[config.mk]
export PLATFORM = sky130hd
export DESIGN_NAME = mux4_rr_arbiter
export DESIGN_NICKNAME = d
export VERILOG_FILES = /design/src/rtl/mux4_rr_arbiter.sv
export SDC_FILE = /design/constraint.sdc
export NUM_CORES = 1
export LEC_CHECK = 0
export BUFFER_PORTS_ARGS = -buffer_cell sky130_fd_sc_hd__clkbuf_2
export CAP_MARGIN = 20
export CORE_MARGIN = 2
export CORE_UTILIZATION = 30
export CTS_BUF_LIST = sky130_fd_sc_hd__clkbuf_4
export DETAILED_ROUTE_END_ITERATION = 16
export GPL_TIMING_DRIVEN = 0
export PLACE_DENSITY = 0.72
export SYNTH_ARGS = -nofsm -noshare
export SYNTH_HDL_FRONTEND = slang
export SYNTH_SLANG_ARGS = --single-unit
[constraint.sdc]
create_clock -name clk -period 4.8 [get_ports clk]
set_clock_uncertainty 0.15 [all_clocks]
set_input_delay 0 -clock clk [delete_from_list [all_inputs] [get_ports clk]]
set_output_delay 0 -clock clk [all_outputs]
set_load 0.02 [all_outputs]
[src/rtl/mux4_rr_arbiter.sv]
// Round-robin, packet-holding arbiter driving the select of a shared 4:1 data mux.
// Define ARB_WATCHDOG_EN to add a hold-cycle watchdog that forces a grant release after MAX_HOLD cycles.
module mux4_rr_arbiter #(
    parameter int WIDTH    = 8,
    parameter int MAX_HOLD = 16
) (
    input  logic               clk,
    input  logic               rst,
    input  logic [3:0]         req,
    input  logic [4*WIDTH-1:0] in_data,
    input  logic [3:0]         in_last,
    output logic [3:0]         in_ready,
    output logic [1:0]         sel,
    output logic               out_valid,
    output logic [WIDTH-1:0]   out_data,
    output logic               out_last,
    input  logic               out_ready,
    output logic               busy,
    output logic               timeout
);

    typedef enum logic {IDLE, GRANT} state_t;

    state_t     state_q, state_d;
    logic [1:0] ptr_q, ptr_d;
    logic [1:0] sel_q, sel_d;
    logic       last_xfer;

    if (MAX_HOLD < 2 || MAX_HOLD > 255) begin : g_bad_max_hold
        $error("MAX_HOLD must lie in 2..255");
    end

    // Search starts just after the previous winner; ptr itself is tried last.
    function automatic logic [1:0] rr_pick(input logic [3:0] r, input logic [1:0] p);
        logic [1:0] idx;
        rr_pick = p;
        for (int i = 4; i >= 1; i--) begin
            idx = p + 2'(i);
            if (r[idx]) rr_pick = idx;
        end
    endfunction

    assign last_xfer = (state_q == GRANT) && req[sel_q] && out_ready && in_last[sel_q];

`ifdef ARB_WATCHDOG_EN
    logic [7:0] hold_q, hold_d;
    logic       timeout_q, timeout_d;

    always_comb begin
        state_d   = state_q;
        ptr_d     = ptr_q;
        sel_d     = sel_q;
        hold_d    = hold_q;
        timeout_d = 1'b0;
        case (state_q)
            IDLE: begin
                hold_d = 8'd0;
                if (|req) begin
                    state_d = GRANT;
                    sel_d   = rr_pick(req, ptr_q);
                end
            end
            GRANT: begin
                hold_d = hold_q + 8'd1;
                // A last beat landing on the limit cycle still exits normally.
                if (last_xfer) begin
                    state_d = IDLE;
                    ptr_d   = sel_q;
                end else if (hold_q == 8'(MAX_HOLD - 1)) begin
                    state_d   = IDLE;
                    ptr_d     = sel_q;
                    timeout_d = 1'b1;
                end
            end
            default: state_d = IDLE;
        endcase
    end

    always_ff @(posedge clk or posedge rst) begin
        if (rst) begin
            hold_q    <= 8'd0;
            timeout_q <= 1'b0;
        end else begin
            hold_q    <= hold_d;
            timeout_q <= timeout_d;
        end
    end

    assign timeout = timeout_q;
`else
    always_comb begin
        state_d = state_q;
        ptr_d   = ptr_q;
        sel_d   = sel_q;
        case (state_q)
            IDLE: begin
                if (|req) begin
                    state_d = GRANT;
                    sel_d   = rr_pick(req, ptr_q);
                end
            end
            GRANT: begin
                if (last_xfer) begin
                    state_d = IDLE;
                    ptr_d   = sel_q;
                end
            end
            default: state_d = IDLE;
        endcase
    end

    assign timeout = 1'b0;
`endif

    always_ff @(posedge clk or posedge rst) begin
        if (rst) begin
            state_q <= IDLE;
            ptr_q   <= 2'd3;
            sel_q   <= 2'd0;
        end else begin
            state_q <= state_d;
            ptr_q   <= ptr_d;
            sel_q   <= sel_d;
        end
    end

    // Datapath and handshakes are routed combinationally while a grant is held.
    always_comb begin
        in_ready  = 4'b0000;
        out_valid = 1'b0;
        out_data  = '0;
        out_last  = 1'b0;
        busy      = 1'b0;
        if (state_q == GRANT) begin
            busy            = 1'b1;
            out_valid       = req[sel_q];
            out_data        = in_data[sel_q*WIDTH +: WIDTH];
            out_last        = in_last[sel_q];
            in_ready[sel_q] = out_ready;
        end
    end

    assign sel = sel_q;

endmodule
# Yosys cells after proc, flatten, opt, wreduce, memory -nomap -nowiden
# Index checks and enable logic that the tools add are counted.
[word_totals] output_inout_bits=18 reg_bits=5 in_bits=43 word_cells=44
[classes] mux=23 bitwise_logic=2 reduce_logical=7 shifts=1 magnitude_cmp=5 add_sub_neg=3
[op_table] operator="$shiftx 32x6->8" n=1
[op_table] operator="$lt 2x3->1 const B" n=4
[op_table] operator="$mux 1" n=11
[op_table] operator="$bmux 1 s2" n=5
[op_table] operator="$mux 8" n=1
[op_table] operator="$mux 2" n=3
[op_table] operator="$add 2x2->2 const B" n=2
[op_table] operator="$and 4x4->4" n=1
[op_table] operator="$logic_and 1x1->1" n=4
[op_table] operator="$mux 4" n=1
[op_table] operator="$reduce_and 2->1" n=2
[op_table] operator="$reduce_or 4->1" n=1
[op_table] operator="$add 2x1->2 const B" n=1
[op_table] operator="$demux 1 s2" n=1
[op_table] operator="$ge 2x1->1 const B" n=1
[op_table] operator="$pmux 1 s2" n=1
[op_table] operator="$not 1->1" n=1

# Depth between registers and ports, before layout
[logic_depth] depth_word=7 mapped_depth=4 depth_no_buf=3

# Least setup slack after synthesis
# No wires, ideal clock.
[synth_timing] path_type="reg2reg" startpoint="register sel_q[1] (netlist: sel[1])" endpoint="register ptr_q[1]" t_arrival_ns=1.580 n_path_buf=1 slack_ns=2.987 path_stages_with_launch=5 period_less_slack_ns=1.813 setup_ns=0.082 t_required_ns=4.568 path_cell_list="dfrtp_1 -> buf_2 -> mux4_2 -> nand4_2 -> mux2_4"
[synth_between] elab_chain_cells=6 word_cells_on_any_way=8 classes_between="4 x mux; 4 x reduce/logical"
[synth_rtl] item="start, declared" line="26" rtl="logic [1:0] sel_q, sel_d;"
[synth_rtl] item="start signal, assigned" line="123" rtl="sel_q <= sel_d;"
[synth_rtl] item="$bmux 1 s2" line="43" rtl="assign last_xfer = (state_q == GRANT) && req[sel_q] && out_ready && in_last[sel_q];"
[synth_rtl] item="$mux 1 (implied by the code)" line="43"
[synth_rtl] item="$logic_and 1x1->1 (3 in series)" line="43"
[synth_rtl] item="$reduce_and 2->1 (no line)"
[synth_rtl] item="end signal, assigned" line="122" rtl="ptr_q <= ptr_d;"
[synth_rtl] item="end, declared" line="25" rtl="logic [1:0] ptr_q, ptr_d;"
# Parallel ways exist; a longest one is shown, timed or not. The select of a mux whose other input is x is not followed.
# A chain may end at the register's enable or synchronous reset.

# Worst setup path in the final report
[layout_timing] startpoint="register sel_q[1] (netlist: sel[1])" endpoint="output port out_data[2]"
[layout_between] elab_chain_cells=2
[layout_rtl] item="$shiftx 32x6->8" line="137" rtl="out_data = in_data[sel_q*WIDTH +: WIDTH];"
[layout_rtl] item="$mux 8" line="134" rtl="if (state_q == GRANT) begin"
[layout_rtl] item="end, declared" line="15" rtl="output logic [WIDTH-1:0] out_data,"
# No other way between the ends.

==> reports/summary.txt <==
drt first pass iters = 4
Simple-Gate Fraction of Synth Area = 24.5%
post-synthesis xor/xnor area fraction = 0%
Clock transition at path regs = 40 ps
Yosys cell types = 29
Cells after Synth = 64
Die Area = 2550 um^2
Synth Net Count = 107
Yosys top cell by area = mux4_2
Crit Reg-Reg Startpoint = sel[1]
Max Cap Viol = 0
Routability Congestion = 0.703
Max Slew Vio Count = 0
post-DP HPWL = 1780 um
setup TNS = 0 ps
Crit Path Max Fanout = 10
Comb pwr share = 74.8%
Reg2Reg Setup Slack = 3030 ps
Area Growth Syn to Fin = 58.5%
layout cells sized above 1 = 63.6%
Post-synth ARST share = 100%
register area share after synthesis = 19.7%
#FFs+latches synth = 5
deepest clock path buffer count = 2
number of synthesized flops with an enable pin = 0
row cnt = 16
internal power = 0.314 mW
Yosys top cell area share = 34.7%
Die H = 50.5 um
post-synthesis compound-gate area fraction = 10.0%
GRT overflow = 0
largest family of logic cells by synthesized area = multiplexers
IO Pins = 61
Initial DRC Count = 10
PwrDens = 579 nW/um^2
Post-synth top cells = and2_1, mux4_2, inv_1
vias per inst = 5.02
CTS tree = yes
RR Endpoint = ptr_q[1]
largest net degree at the start of global routing = 11
Final Cycle Share = 41.2%
critical path class = reg2out
Total GRT Usage = 15.4%
Inserted Clock Buffers = 3
number of buffers inserted by port buffering = 59
unrepaired setup endpoints after global routing = false
CTS Root Buffer Type = clkbuf_4
Power Total = 0.595 mW
via count = 783
Remaining DRCs = 0
startpoint type of the worst setup path = flop
sw power = 0.281 mW
H-tree levels = 1
setup ws final = 2820 ps
Post-DRT Antenna Nets = 0
CTS Hold Bufs = 2
Core Area = 2000 um^2
Multi-input gate area = 478 um^2
static leakage = 0.539 nW
post-placement worst setup slack = 3020 ps
DR WL/cell = 12.9 um
worst vdd rail ir drop = 217 uV
first-pass GRT wire length = 2990 um
Hold Path Class = in2async
Storage cell area = 128 um^2
CP required = 4650 ps
mux cell area share after synthesis = 38.6%
NumNets Final = 173
adder-cell share of the synthesized area = 0%
Flop pwr share = 16.4%
WL final = 2010 um
Ant. Diodes = 0
Die W = 50.5 um
PostCTS Resize Cnt = 0
clk_lat worst skew = 240 ps
Worst Path Arrival = 1830 ps
Ys Warns = 0
vias in the first global route = 784
Reg2Reg Depth = 4
Fill cells = 206
Mapped Avg Cell Area = 10.1 um^2
Tmin final = 1980 ps
final hold vios = 0
initial antenna violation count = 0
post-CTS setup buffers = 0
synth top area cells = mux4_2, dfrtp_1, and2_1, dfstp_2, nand2b_1
Highest Clock Rate = 0.506 GHz
Clock Power Share = 8.8%
clk sinks = 5
Post-Syn Area = 648 um^2
Synth Flop Type = dfrtp_1
Initial Util = 32.4%
status = completed
CP Capture Type = output port
Setup-failing EPs final = 0
sw frac = 47.3%
[power groups by stage]
stage / combinational, mW / sequential [mW] / clock [mW]
2_1_floorplan: 0.311 / 0.106 / 0
3_3_place_gp: 0.439 / 0.0971 / 0
3_5_place_dp: 0.451 / 0.0983 / 0
4_1_cts: 0.453 / 0.0976 / 0.0555
5_1_grt: 0.478 / 0.102 / 0.0566
6_report: 0.445 / 0.0973 / 0.0525
[worst max-delay path: stages (launching register included)]
cell and delay (ps):
dfrtp_1 330, buf_2 190, buf_1 380, mux4_2 360, and2_1 170, clkbuf_2 150
[logic make-up (layout without fill, tap and decap cells)]
family                 after synthesis  count (layout)
and+or+nand+nor                     27              27
muxes                               12              12
AOI/OAI and AO/OA                   10              10
buffers and inverters                9              74
DFF                                  5               5
other                                1               1
[sequential cells by signal, summed over array words and instances (netlist names)]
name,cells
ptr_q,2
sel,2
state_q,1
[worst max path at each step]
stage          depth (start not counted)     endpoint   start  slack, ps
3_3_place_gp                           4     ptr_q[1]  sel[1]       3040
3_5_place_dp                           4     ptr_q[1]  sel[1]       3020
5_1_grt                                5  out_data[4]  sel[1]       2680
4_1_cts                                5  out_data[2]  sel[1]       2790
6_report                               5  out_data[2]  sel[1]       2820
2_1_floorplan                          4     ptr_q[1]  sel[1]       2990
[layer usage]
layer | global-route usage (%) | vias to the layer above | wire length [um]
li1 | - | 371 | -
met5 | 0 | - | 0
met4 | 6.76 | 0 | 31
met3 | 5.36 | 4 | 234
met1 | 11.3 | 364 | 645
met2 | 33.3 | 44 | 1100
[through the flow]
stage               instance area, um^2  utilization [%]  instances  hold slack (ps)
CTS                                1030             51.3        156             16.6
global route                       1030             51.3        156             47.1
finish                             1030             51.3        156             30.7
detailed placement                  977             48.8        150             -262
floorplan                           648                -         64             -373
global placement                    977             48.8        150             -270
[layout by cell type (no fill, tap or decap), drive strengths merged]
| master | netlist | routed |
|---|---|---|
| nand4 | 1 | 1 |
| or2 | 1 | 1 |
| dlygate4sd3 | 0 | 2 |
| clkbuf | 1 | 64 |
| nand2 | 3 | 3 |
| nand3 | 1 | 1 |
| nor3b | 1 | 1 |
| mux4 | 10 | 10 |
| nand2b | 3 | 3 |
| a21boi | 1 | 1 |
| a31o | 1 | 1 |
| and3 | 1 | 1 |
| conb | 1 | 1 |
| nor2 | 2 | 2 |
| dfstp | 2 | 2 |
| o21ai | 4 | 4 |
| and2 | 10 | 10 |
| o41a | 1 | 1 |
| mux2 | 1 | 1 |
| mux2i | 1 | 1 |
| buf | 4 | 4 |
| nor3 | 3 | 3 |
| a21oi | 2 | 2 |
| dfrtp | 3 | 3 |
| inv | 4 | 4 |
| o31ai | 1 | 1 |
| nor4 | 1 | 1 |
[cell type report]
class | instances | area share, %
plain buffers | 5 | 2.68
clock buffers | 4 | 2.92
inverters | 4 | 1.46
multi-input cells | 50 | 46.5
flip-flops and latches | 5 | 12.4
well taps | 27 | 3.29
repair buffers | 61 | 30.7
Note: power is estimated with default switching activity, not from simulation.
